==> config.mk <==
export PLATFORM = sky130hd
export DESIGN_NAME = adc_scan_sequencer_flat
export DESIGN_NICKNAME = d
export VERILOG_FILES = /design/src/rtl/adc_scan_sequencer_pkg.sv /design/src/rtl/adc_scan_sequencer_if.sv /design/src/rtl/adc_scan_sequencer_next_chan.sv /design/src/rtl/adc_scan_sequencer.sv /design/src/flat_wrapper.sv
export SDC_FILE = /design/constraint.sdc
export NUM_CORES = 1
export LEC_CHECK = 0
export CAP_MARGIN = 0
export CORE_MARGIN = 3
export CORE_UTILIZATION = 48
export CTS_CLUSTER_SIZE = 25
export DETAILED_ROUTE_END_ITERATION = 12
export PLACE_DENSITY = 0.68
export SLEW_MARGIN = 5
export SYNTH_ARGS = -nofsm -noshare
export SYNTH_HDL_FRONTEND = slang
export SYNTH_SLANG_ARGS = --single-unit
==> constraint.sdc <==
create_clock -name reg_clk -period 9.3 [get_ports reg_clk]
set_clock_uncertainty 0.1 [all_clocks]
set_input_delay 0.93 -clock reg_clk [delete_from_list [all_inputs] [get_ports reg_clk]]
set_output_delay 0.93 -clock reg_clk [all_outputs]
set_load 0.05 [all_outputs]
==> src/rtl/adc_scan_sequencer_pkg.sv <==
// Shared constants for the ADC scan sequencer: register map, bit positions
// and FSM state encodings.
package adc_seq_pkg;

  // Register bus word address width inside the sequencer window
  localparam int ADDR_W = 4;

  // Register word indices
  localparam logic [ADDR_W-1:0] REG_CTRL     = 4'd0;
  localparam logic [ADDR_W-1:0] REG_INTERVAL = 4'd1;
  localparam logic [ADDR_W-1:0] REG_STATUS   = 4'd2;
  localparam int                RESULT_BASE  = 8;

  // CTRL bit positions
  localparam int CTRL_RUN_BIT    = 0;
  localparam int CTRL_SINGLE_BIT = 1;
  localparam int CTRL_UNI_BIT    = 2;
  localparam int CTRL_MASK_LSB   = 8;

  // STATUS bit positions
  localparam int STATUS_BUSY_BIT = 0;
  localparam int STATUS_TMO_BIT  = 1;
  localparam int STATUS_CH_LSB   = 8;
  localparam int STATUS_CNT_LSB  = 16;
  localparam int SCAN_CNT_W      = 16;

  // RESULT bit positions
  localparam int RESULT_FRESH_BIT = 31;

  // Sequencer FSM states
  typedef logic [2:0] seq_state_t;
  localparam seq_state_t ST_IDLE     = 3'd0;
  localparam seq_state_t ST_SELECT   = 3'd1;
  localparam seq_state_t ST_ISSUE    = 3'd2;
  localparam seq_state_t ST_WAIT     = 3'd3;
  localparam seq_state_t ST_STORE    = 3'd4;
  localparam seq_state_t ST_DONE     = 3'd5;
  localparam seq_state_t ST_INTERVAL = 3'd6;

endpackage

==> src/rtl/adc_scan_sequencer_if.sv <==
// CPU register bus as seen by the scan sequencer: one-cycle read/write
// strobes, word address, write data and registered read data.
interface adc_scan_sequencer_if
  import adc_seq_pkg::*;
#(
  parameter int BusWidth = 32
);
  logic                wr_en;
  logic                rd_en;
  logic [ADDR_W-1:0]   addr;
  logic [BusWidth-1:0] wdata;
  logic [BusWidth-1:0] rdata;

  // CPU side drives strobes, address and write data
  modport master (output wr_en, rd_en, addr, wdata, input rdata);
  // Sequencer side answers with read data
  modport slave  (input wr_en, rd_en, addr, wdata, output rdata);
endinterface

==> src/rtl/adc_scan_sequencer_next_chan.sv <==
// Finds the lowest enabled channel at or above the current scan index.
// index_i may equal NumChan, meaning the scan has passed the last channel.
module adc_next_chan
  import adc_seq_pkg::*;
#(
  parameter int NumChan = 8
) (
  input  logic [NumChan-1:0]         mask_i,
  input  logic [$clog2(NumChan):0]   index_i,
  output logic [$clog2(NumChan)-1:0] ch_o,
  output logic                       found_o
);
  localparam int ChW  = $clog2(NumChan);
  localparam int IdxW = ChW + 1;

  logic [NumChan-1:0] cand;

  genvar gi;
  generate
    for (gi = 0; gi < NumChan; gi++) begin : g_cand
      assign cand[gi] = mask_i[gi] && (IdxW'(gi) >= index_i);
    end
  endgenerate

  // Priority pick: walking downwards leaves the lowest candidate in ch_o
  always_comb begin
    ch_o    = '0;
    found_o = 1'b0;
    for (int i = NumChan - 1; i >= 0; i--) begin
      if (cand[i]) begin
        ch_o    = ChW'(i);
        found_o = 1'b1;
      end
    end
  end

endmodule

==> src/rtl/adc_scan_sequencer.sv <==
// Autonomous LTC2308 scan controller: walks the enabled channels in
// ascending order, runs one conversion per channel, keeps the latest
// result per channel and repeats scans after a programmable gap.
module adc_scan_sequencer
  import adc_seq_pkg::*;
#(
  parameter int NumChan    = 8,
  parameter int DataWidth  = 12,
  parameter int BusWidth   = 32,
  parameter int IntWidth   = 16,
  parameter int TimeoutCyc = 1024
) (
  input  logic                       reg_clk,
  input  logic                       reset_in,
  adc_scan_sequencer_if.slave        bus,
  output logic                       adc_start,
  output logic [$clog2(NumChan)-1:0] adc_ch,
  output logic                       adc_uni,
  input  logic                       adc_busy,
  input  logic                       adc_valid,
  input  logic [DataWidth-1:0]       adc_data,
  output logic                       scan_done
);
  localparam int ChW  = $clog2(NumChan);
  localparam int IdxW = ChW + 1;
  localparam int TmoW = $clog2(TimeoutCyc);
  localparam logic [TmoW-1:0] TmoLast = TmoW'(TimeoutCyc - 1);

  // Programmer-visible registers
  logic                  ctrl_run_q;
  logic                  ctrl_single_q;
  logic                  ctrl_uni_q;
  logic [NumChan-1:0]    ctrl_mask_q;
  logic [IntWidth-1:0]   interval_q;
  logic                  timeout_q;
  logic [SCAN_CNT_W-1:0] scan_cnt_q;
  logic [DataWidth-1:0]  result_data_q [NumChan];
  logic [NumChan-1:0]    result_fresh_q;
  logic [BusWidth-1:0]   rdata_q;

  // Sequencer state
  seq_state_t           state_q, state_d;
  logic [IdxW-1:0]      index_q, index_d;
  logic [ChW-1:0]       cur_ch_q, cur_ch_d;
  logic [TmoW-1:0]      tmo_cnt_q, tmo_cnt_d;
  logic [IntWidth-1:0]  ival_cnt_q, ival_cnt_d;
  logic [NumChan-1:0]   scan_mask_q, scan_mask_d;
  logic                 scan_uni_q, scan_uni_d;
  logic                 scan_run_q, scan_run_d;
  logic [DataWidth-1:0] sample_q, sample_d;
  logic                 start_q, start_d;
  logic                 done_q, done_d;
  logic                 timeout_set;

  logic [ChW-1:0]       nc_ch;
  logic                 nc_found;
  logic                 abort_scan;
  logic [IdxW-1:0]      index_after_cur;

  logic                 wr_ctrl, wr_interval, wr_status;
  logic [NumChan-1:0]   res_sel, rd_result_hit, store_hit;
  logic [BusWidth-1:0]  rd_word;
  logic                 unused_wdata;

  assign wr_ctrl     = bus.wr_en && (bus.addr == REG_CTRL);
  assign wr_interval = bus.wr_en && (bus.addr == REG_INTERVAL);
  assign wr_status   = bus.wr_en && (bus.addr == REG_STATUS);

  genvar gi;
  generate
    for (gi = 0; gi < NumChan; gi++) begin : g_result_dec
      assign res_sel[gi]       = (bus.addr == ADDR_W'(RESULT_BASE + gi));
      assign rd_result_hit[gi] = bus.rd_en && res_sel[gi];
      assign store_hit[gi]     = (state_q == ST_STORE) && (cur_ch_q == ChW'(gi));
    end
  endgenerate

  // Only the low half of the write bus carries register fields
  assign unused_wdata = ^bus.wdata[BusWidth-1:IntWidth];

  adc_next_chan #(
    .NumChan (NumChan)
  ) u_next_chan (
    .mask_i  (scan_mask_q),
    .index_i (index_q),
    .ch_o    (nc_ch),
    .found_o (nc_found)
  );

  // A run-mode scan whose run bit was cleared finishes the current
  // conversion and then drops to IDLE without a scan_done
  assign abort_scan      = scan_run_q && !ctrl_run_q;
  assign index_after_cur = IdxW'(cur_ch_q) + IdxW'(1);

  // Next-state logic for the scan FSM and its counters
  always_comb begin
    state_d     = state_q;
    index_d     = index_q;
    cur_ch_d    = cur_ch_q;
    tmo_cnt_d   = tmo_cnt_q;
    ival_cnt_d  = ival_cnt_q;
    scan_mask_d = scan_mask_q;
    scan_uni_d  = scan_uni_q;
    scan_run_d  = scan_run_q;
    sample_d    = sample_q;
    start_d     = 1'b0;
    done_d      = 1'b0;
    timeout_set = 1'b0;
    case (state_q)
      ST_IDLE: begin
        if ((ctrl_run_q || ctrl_single_q) && (ctrl_mask_q != '0)) begin
          scan_mask_d = ctrl_mask_q;
          scan_uni_d  = ctrl_uni_q;
          scan_run_d  = ctrl_run_q;
          index_d     = '0;
          state_d     = ST_SELECT;
        end
      end
      ST_SELECT: begin
        if (nc_found) begin
          cur_ch_d = nc_ch;
          state_d  = ST_ISSUE;
        end else begin
          state_d = ST_DONE;
        end
      end
      ST_ISSUE: begin
        if (!adc_busy) begin
          start_d   = 1'b1;
          tmo_cnt_d = '0;
          state_d   = ST_WAIT;
        end
      end
      ST_WAIT: begin
        if (adc_valid) begin
          sample_d = adc_data;
          state_d  = ST_STORE;
        end else if (tmo_cnt_q == TmoLast) begin
          timeout_set = 1'b1;
          index_d     = index_after_cur;
          state_d     = abort_scan ? ST_IDLE : ST_SELECT;
        end else begin
          tmo_cnt_d = tmo_cnt_q + 1'b1;
        end
      end
      ST_STORE: begin
        index_d = index_after_cur;
        state_d = abort_scan ? ST_IDLE : ST_SELECT;
      end
      ST_DONE: begin
        done_d     = 1'b1;
        ival_cnt_d = '0;
        state_d    = ctrl_run_q ? ST_INTERVAL : ST_IDLE;
      end
      ST_INTERVAL: begin
        if (!ctrl_run_q) begin
          state_d = ST_IDLE;
        end else if (ival_cnt_q == interval_q) begin
          // New scan: pick up any CTRL changes made during the last one
          if (ctrl_mask_q != '0) begin
            scan_mask_d = ctrl_mask_q;
            scan_uni_d  = ctrl_uni_q;
            scan_run_d  = 1'b1;
            index_d     = '0;
            state_d     = ST_SELECT;
          end else begin
            state_d = ST_IDLE;
          end
        end else begin
          ival_cnt_d = ival_cnt_q + 1'b1;
        end
      end
      default: state_d = ST_IDLE;
    endcase
  end

  // FSM, counters and ADC-facing output registers
  always_ff @(posedge reg_clk or posedge reset_in) begin
    if (reset_in) begin
      state_q     <= ST_IDLE;
      index_q     <= '0;
      cur_ch_q    <= '0;
      tmo_cnt_q   <= '0;
      ival_cnt_q  <= '0;
      scan_mask_q <= '0;
      scan_uni_q  <= 1'b0;
      scan_run_q  <= 1'b0;
      sample_q    <= '0;
      start_q     <= 1'b0;
      done_q      <= 1'b0;
    end else begin
      state_q     <= state_d;
      index_q     <= index_d;
      cur_ch_q    <= cur_ch_d;
      tmo_cnt_q   <= tmo_cnt_d;
      ival_cnt_q  <= ival_cnt_d;
      scan_mask_q <= scan_mask_d;
      scan_uni_q  <= scan_uni_d;
      scan_run_q  <= scan_run_d;
      sample_q    <= sample_d;
      start_q     <= start_d;
      done_q      <= done_d;
    end
  end

  // CTRL / INTERVAL / STATUS registers; a timeout beats a same-cycle clear
  always_ff @(posedge reg_clk or posedge reset_in) begin
    if (reset_in) begin
      ctrl_run_q    <= 1'b0;
      ctrl_single_q <= 1'b0;
      ctrl_uni_q    <= 1'b0;
      ctrl_mask_q   <= '0;
      interval_q    <= '0;
      timeout_q     <= 1'b0;
      scan_cnt_q    <= '0;
    end else begin
      if (wr_ctrl) begin
        ctrl_run_q    <= bus.wdata[CTRL_RUN_BIT];
        ctrl_single_q <= bus.wdata[CTRL_SINGLE_BIT];
        ctrl_uni_q    <= bus.wdata[CTRL_UNI_BIT];
        ctrl_mask_q   <= bus.wdata[CTRL_MASK_LSB +: NumChan];
      end else if (ctrl_single_q) begin
        ctrl_single_q <= 1'b0;
      end
      if (wr_interval) begin
        interval_q <= bus.wdata[IntWidth-1:0];
      end
      if (timeout_set) begin
        timeout_q <= 1'b1;
      end else if (wr_status && bus.wdata[STATUS_TMO_BIT]) begin
        timeout_q <= 1'b0;
      end
      if (state_q == ST_DONE) begin
        scan_cnt_q <= scan_cnt_q + 1'b1;
      end
    end
  end

  // Per-channel results; a store wins over a same-cycle read-clear of fresh
  always_ff @(posedge reg_clk or posedge reset_in) begin
    if (reset_in) begin
      for (int i = 0; i < NumChan; i++) begin
        result_data_q[i] <= '0;
      end
      result_fresh_q <= '0;
    end else begin
      for (int i = 0; i < NumChan; i++) begin
        if (store_hit[i]) begin
          result_data_q[i]  <= sample_q;
          result_fresh_q[i] <= 1'b1;
        end else if (rd_result_hit[i]) begin
          result_fresh_q[i] <= 1'b0;
        end
      end
    end
  end

  // Read mux over pre-write register contents
  always_comb begin
    rd_word = '0;
    if (bus.addr == REG_CTRL) begin
      rd_word[CTRL_RUN_BIT]              = ctrl_run_q;
      rd_word[CTRL_SINGLE_BIT]           = ctrl_single_q;
      rd_word[CTRL_UNI_BIT]              = ctrl_uni_q;
      rd_word[CTRL_MASK_LSB +: NumChan]  = ctrl_mask_q;
    end else if (bus.addr == REG_INTERVAL) begin
      rd_word[IntWidth-1:0] = interval_q;
    end else if (bus.addr == REG_STATUS) begin
      rd_word[STATUS_BUSY_BIT]               = (state_q != ST_IDLE);
      rd_word[STATUS_TMO_BIT]                = timeout_q;
      rd_word[STATUS_CH_LSB +: ChW]          = cur_ch_q;
      rd_word[STATUS_CNT_LSB +: SCAN_CNT_W]  = scan_cnt_q;
    end else begin
      for (int i = 0; i < NumChan; i++) begin
        if (res_sel[i]) begin
          rd_word[RESULT_FRESH_BIT] = result_fresh_q[i];
          rd_word[DataWidth-1:0]    = result_data_q[i];
        end
      end
    end
  end

  // Read data register holds its value between reads
  always_ff @(posedge reg_clk or posedge reset_in) begin
    if (reset_in) begin
      rdata_q <= '0;
    end else if (bus.rd_en) begin
      rdata_q <= rd_word;
    end
  end

  assign bus.rdata = rdata_q;
  assign adc_start = start_q;
  assign adc_ch    = cur_ch_q;
  assign adc_uni   = scan_uni_q;
  assign scan_done = done_q;

endmodule

==> src/flat_wrapper.sv <==
// flat-port wrapper written by rule: the top's interface ports become plain ports
module adc_scan_sequencer_flat import adc_seq_pkg::*;
#(
  parameter int NumChan    = 8,
  parameter int DataWidth  = 12,
  parameter int BusWidth   = 32,
  parameter int IntWidth   = 16,
  parameter int TimeoutCyc = 1024
)
  (reg_clk, reset_in, adc_start, adc_ch, adc_uni, adc_busy, adc_valid, adc_data, scan_done, bus_wr_en, bus_rd_en, bus_addr, bus_wdata, bus_rdata);
  adc_scan_sequencer_if #(.BusWidth(BusWidth)) bus_i ();
  input  logic reg_clk;
  input  logic reset_in;
  output logic adc_start;
  output logic [$clog2(NumChan)-1:0] adc_ch;
  output logic adc_uni;
  input  logic adc_busy;
  input  logic adc_valid;
  input  logic [DataWidth-1:0] adc_data;
  output logic scan_done;
  input wire logic [$bits(bus_i.wr_en)-1:0] bus_wr_en;
  input wire logic [$bits(bus_i.rd_en)-1:0] bus_rd_en;
  input wire logic [$bits(bus_i.addr)-1:0] bus_addr;
  input wire logic [$bits(bus_i.wdata)-1:0] bus_wdata;
  output wire logic [$bits(bus_i.rdata)-1:0] bus_rdata;
  assign bus_i.wr_en = bus_wr_en;
  assign bus_i.rd_en = bus_rd_en;
  assign bus_i.addr = bus_addr;
  assign bus_i.wdata = bus_wdata;
  assign bus_rdata = bus_i.rdata;
  adc_scan_sequencer #(.NumChan(NumChan), .DataWidth(DataWidth), .BusWidth(BusWidth), .IntWidth(IntWidth), .TimeoutCyc(TimeoutCyc)) u_core (.reg_clk(reg_clk), .reset_in(reset_in), .bus(bus_i), .adc_start(adc_start), .adc_ch(adc_ch), .adc_uni(adc_uni), .adc_busy(adc_busy), .adc_valid(adc_valid), .adc_data(adc_data), .scan_done(scan_done));
endmodule
* Yosys cells after proc, flatten, opt, wreduce, memory -nomap -nowiden
Index checks and enable logic that the tools add are counted.
Word-level totals: word-level logic and storage cells 250, flip-flop bits (word level) 240, input bits 54, output and inout bits 38
Operators by class: add/subtract/negate cells 4, mux-type cells 110, reduce and logical (&&, ||, !) cells 57, order comparisons 8, equal/unequal tests 36
Operator list (number):
- 2-to-1 mux 12 bit | 9
- 2-to-1 mux 16 bit | 4
- 2-to-1 mux 3 bit | 18
- 2-to-1 mux 1 bit | 53
- 2-to-1 mux 8 bit | 5
- adder 16 x 1 -> 16 bit (second input constant) | 2
- == test 4 bit (second input constant) | 8
- case mux 16 bit (2 select lines) | 1
- logical AND 1 bit | 30
- 2-to-1 mux 10 bit | 3
- 2-to-1 mux 4 bit | 7
- nonzero test 2 bit | 12
- == test 3 bit (second input constant) | 7
- case mux 3 bit (7 select lines) | 1
- case mux 10 bit (2 select lines) | 1
- == test 16 bit | 1
- greater-or-equal comparator 3 x 4 -> 1 bit (first input constant) | 4
- case mux 4 bit (4 select lines) | 1
- case mux 8 bit (2 select lines) | 1
- 2-to-1 mux 15 bit | 1
- == test 3 x 2 -> 1 bit (second input constant) | 4
- adder 10 x 1 -> 10 bit (second input constant) | 1
- == test 10 bit (second input constant) | 1
- inequality test 2 x 1 -> 1 bit (second input constant) | 5
- 25 further kinds | 35

* Longest topological paths before layout
depth in word-level cells 12, mapped depth 8, mapped depth without buffers 7

* By module
From an unflattened synthesis, not the netlist that was laid out.
Second synthesis, totals: cells, all modules 980, area, all modules 11380.9 µm²
Modules (own cells, without submodules):
- adc_scan_sequencer | times used 1, cells each 944, area each 11136.9 µm², sequential area each 6005.8 µm²
- adc_next_chan | times used 1, cells each 36, area each 244.0 µm², sequential area each 0.0 µm²

* Worst setup path after synthesis
Ideal clock, no wire load.
path type input to register, start input bus_addr[0], end register u_core.rdata_q[3] (netlist: u_core.bus.rdata[3]), data required time 9072 ps, path slack 6740 ps, path buffers 3, stages 6, arrival 2333 ps, library setup time 128 ps, cells stage by stage clkbuf_1 > buf_4 > buf_2 > mux4_2 > o2111ai_1 > o21ai_1
On the way: cells in the longest elaborated chain, start to end 12, elaborated cells on any way between the ends 22, those cells by class eq/ne: 10; mux: 11; reduce/logical: 1
Ends and longest elaborated chain:
- start, declared | RTL line flat_wrapper.sv:23 | input wire logic [$bits(bus_i.addr)-1:0] bus_addr;
- == test 4 bit | RTL line adc_scan_sequencer.sv:72 | assign res_sel[gi] = (bus.addr == ADDR_W'(RESULT_BASE + gi));
- 2-to-1 mux 12 bit (8 in a row) | RTL line adc_scan_sequencer.sv:275 | if (res_sel[i]) begin
- 2-to-1 mux 6 bit | RTL line adc_scan_sequencer.sv:268 | end else if (bus.addr == REG_STATUS) begin
- 2-to-1 mux 12 bit | RTL line adc_scan_sequencer.sv:266 | end else if (bus.addr == REG_INTERVAL) begin
- 2-to-1 mux 5 bit * | RTL line adc_scan_sequencer.sv:261 | if (bus.addr == REG_CTRL) begin
- end signal, assigned | RTL line adc_scan_sequencer.sv:288 | rdata_q <= rd_word;
- end, declared | RTL line adc_scan_sequencer.sv:39 | logic [BusWidth-1:0] rdata_q;
Mark *: on every way between the ends. The rest lies on a longest branch, timed or not. A chain may end at the register's enable or synchronous reset.

* Final worst setup path
start input bus_addr[0], end register u_core.interval_q[12]
On the way: cells in the longest elaborated chain, start to end 2
Ends and longest elaborated chain:
- == test 4 x 1 -> 1 bit | RTL line adc_scan_sequencer.sv:66 | assign wr_interval = bus.wr_en && (bus.addr == REG_INTERVAL);
- logical AND 1 bit | RTL line adc_scan_sequencer.sv:66
- end signal, assigned | RTL line adc_scan_sequencer.sv:226 | interval_q <= bus.wdata[IntWidth-1:0];
- end, declared | RTL line adc_scan_sequencer.sv:34 | logic [IntWidth-1:0] interval_q;
Every way passes these cells.

==> flow_metrics.py <==
metrics = {
    "global_route": {
        "antenna_found_initial": 0,
        "grt_max_degree": 100,
        "grt_overflow": 0,
        "grt_usage_pct": 20.7,
        "grt_pass1_wl_microns": 43000,
        "grt_pass1_vias": 7732,
    },
    "clocking": {
        "cts_root_buf": "clkbuf_16",
        "cts-htree-levels": 1,
        "cts_buffers": 25,
        "clk_pin_slew_ns": 0.06,
        "clock_latency_ns": 0.52,
        "cts-resized-gates": 0,
        "cts_tree": "built",
        "post_cts.repair.setup_buffers": 0,
        "clock_path_buffers": 3,
        "cts_hold_buf": 0,
        "cts.sinks": 240,
    },
    "synthesis": {
        "syn_area_sq_mm": 0.0113,
        "synth-seq-cells": 240,
        "synth_edf_count": 0,
        "synthArstFlopShare_pct": 100,
        "ys_warn_count": 0,
        "synth_seq_area_share_pct": 53.3,
        "yosys_most_used_dff": "dfrtp_1",
        "syn_inst": 920,
        "avgSynthCellArea_sq_um": 12.2,
        "syn-num-nets": 983,
        "ys_types": 73,
    },
    "timing": {
        "finalCritPeriodShare_pct": 38.0,
        "worstMarginPinSlew_ns": 0.974,
        "setup-tns-final_ns": 0,
        "fmax_mhz": 283,
        "rsz0062_at_grt": "no",
        "finalWorstSetupSlack_ns": 5.77,
        "finalSetupViolations": 0,
        "hold_violations": 0,
        "slew_headroom_pct": 35.0,
        "min_period_ns": 3.53,
        "drv_slew": 0,
    },
    "status": {
        "status": "finished, final reports clean",
    },
    "floorplanning": {
        "core-area_sq_mm": 0.0228,
        "start_util_pct": 49.3,
        "die_area_sq_mm": 0.0253,
        "pin_count": 92,
        "rows": 55,
        "die_y_microns": 159,
        "die_w_microns": 159,
    },
    "critical_path": {
        "worst_ep_required_time_ns": 9.60,
        "worstSetupPathType": "primary input to flip-flop",
        "cp.arrival_ns": 3.83,
        "cp-end-kind": "flip-flop",
        "critPathLaunchType": "primary input",
        "cp_max_fo": 50,
    },
    "job": {
        "drv_cap": 0,
    },
    "route": {
        "ant_nets": 0,
        "drc_errors": 0,
        "via_per_inst": 5.82,
        "drtIter0Drc": 627,
        "post_drt_wl_per_cell_microns": 19.9,
        "drt_first_pass_iters": 5,
        "routed_wl_microns": 26100,
        "dr_total_vias": 7622,
    },
    "placed_design": {
        "dpl.cell_count": 1268,
        "dp_hpwl_microns": 17000,
        "place_congestion": 0.842,
        "dp_slack_ns": 5.20,
        "io_buffers": 75,
    },
    "cells_and_area": {
        "fin_cells": 1310,
        "nets": 1045,
        "antenna_cells": 0,
        "area_growth_pct": 16.5,
        "layout-drive-gt1-share_pct": 10.1,
    },
    "power_and_ir_drop": {
        "power_density_mw_per_mm2": 259,
        "ir_drop_mv": 0.170,
        "leakage_nw": 6.06,
    },
    "hold_path": {
        "hold_class": "flip-flop to flip-flop",
    },
}
==> registers in the layout, summed over array words and instances (netlist names) <==
| signal | flops |
|---|---|
| u_core.index_q | 4 |
| u_core.scan_cnt_q | 16 |
| u_core.result_fresh_q | 8 |
| u_core.adc_start | 1 |
| u_core.timeout_q | 1 |
| u_core.result_data_q | 96 |
| u_core.ctrl_uni_q | 1 |
| u_core.scan_mask_q | 8 |
| u_core.ival_cnt_q | 16 |
| u_core.adc_ch | 3 |
| u_core.ctrl_run_q | 1 |
| u_core.adc_uni | 1 |
| u_core.bus.rdata | 32 |
| u_core.ctrl_single_q | 1 |
| u_core.ctrl_mask_q | 8 |
| u_core.scan_run_q | 1 |
| u_core.interval_q | 16 |
| u_core.sample_q | 12 |
| u_core.state_q | 3 |
| u_core.scan_done | 1 |
| u_core.tmo_cnt_q | 10 |
==> worst paths after layout <==
| check | end | slack [ns] | from | depth (start not counted) |
|---|---|---|---|---|
| worst max-delay path | u_core.interval_q[12]$_DFFE_PP0P_ | 5.77 | bus_addr[0] | 6 |
| worst min-delay path | u_core.result_data_q[49]$_DFFE_PP0P_ | 0.38 | u_core.result_data_q[49]$_DFFE_PP0P_ | 1 |
| worst max register to register | u_core.adc_uni$_DFFE_PP0P_ | 6.41 | u_core.ival_cnt_q[2]$_DFFE_PP0P_ | 5 |
| worst min register to register | u_core.result_data_q[49]$_DFFE_PP0P_ | 0.38 | u_core.result_data_q[49]$_DFFE_PP0P_ | 1 |
| max in group asynchronous | u_core.bus.rdata[11]$_DFFE_PP0P_ | 6.06 | reset_in | 4 |
| min in group asynchronous | u_core.sample_q[9]$_DFFE_PP0P_ | 0.83 | reset_in | 2 |
==> worst max-delay path, stage by stage <==
cell and delay, ns:
buf_2 0.07, buf_4 0.62, nand2b_1 0.22, nor3_2 0.75, nand2_1 0.68, mux2_1 0.51
==> metrics by stage <==
stage                     power, mW  instance area, sq um  hold slack [ns]  utilization [%]
after floorplan                2.10                 11300            0.340                -
after global placement         2.33                 12300            0.362             53.6
after detailed placement       2.36                 12300            0.369             53.6
after CTS                      3.43                 13100            0.382             57.4
after global routing           3.59                 13100            0.394             57.4
final                          3.40                 13100            0.383             57.4
==> logic make-up (layout without fill, tap and decap cells) <==
kind of cell | Yosys count | count (layout) | share of synthesized area [%]
DFF | 240 | 240 | 53.3
adders and majority gates | 9 | 9 | 0.999
and+or+nand+nor | 235 | 235 | 11.1
buffers and inverters | 67 | 144 | 2.54
muxes | 179 | 179 | 20.0
AOI/OAI and AO/OA | 159 | 159 | 9.61
xor gates and xnor gates | 31 | 31 | 2.41
==> per-layer routing <==
layer / track usage, % / up-vias / routed length, microns
li1: - / 3504 / -
met2: 33.7 / 176 / 12500
met5: 0 / - / 0
met4: 4.74 / 0 / 565
met1: 29.8 / 3902 / 11900
met3: 2.78 / 40 / 1110
==> cells in the mapped netlist, drive strengths merged, types with 5 or more instances <==
library cell,n,area (sq um)
nor2b,8,50.1
a221oi,7,61.3
and3,11,68.8
buf,26,133
nor2,45,179
and2,8,50.1
o31ai,9,67.6
or4,5,45.0
nor3,7,40.0
a22o,18,158
inv,17,63.8
nor4,8,65.1
dfrtp,240,6010
nand3,29,145
or3,9,56.3
mux2,145,1670
nand2b,8,50.1
mux4,20,450
xor2,20,175
a21oi,26,141
clkbuf,22,82.6
xnor2,11,96.3
o21ai,45,225
o211ai,5,37.5
ha,9,113
and4,5,43.8
nand2,64,243
nand4,14,87.6
o22ai,8,50.1
mux2i,14,140
==> area by class of cell <==
| type | count | area (sq um) |
|---|---|---|
| well taps | 313 | 392 |
| flip-flops and latches | 240 | 6010 |
| clock buffers | 34 | 729 |
| fillers | 1915 | 9720 |
| repair buffers | 83 | 801 |
| clock inverters | 8 | 143 |
| multi-input cells | 613 | 4980 |
| inverters | 19 | 78.8 |
==> cells in the final DEF (no fill, tap or decap), types with 11 or more instances in the layout <==
master / n
dfrtp_1: 240
mux2_1: 131
clkdlybuf4s50_1: 73
nand2_1: 63
nor2_1: 43
nand3_1: 29
a21oi_1: 25
clkbuf_16: 25
o21ai_1: 24
o21ai_0: 21
mux4_2: 20
xor2_1: 20
a22o_1: 18
mux2i_1: 14
nand4_1: 14
inv_1: 13
and3_1: 11
xnor2_1: 11
==> power breakdown <==
part           leakage, nW  switching (mW)  internal [mW]  total (mW)
registers             3.20           0.248           1.30        1.55
logic                 2.44           0.401          0.388       0.789
clock network        0.429           0.404          0.655        1.06
Note: power is estimated with default switching activity, not from simulation.
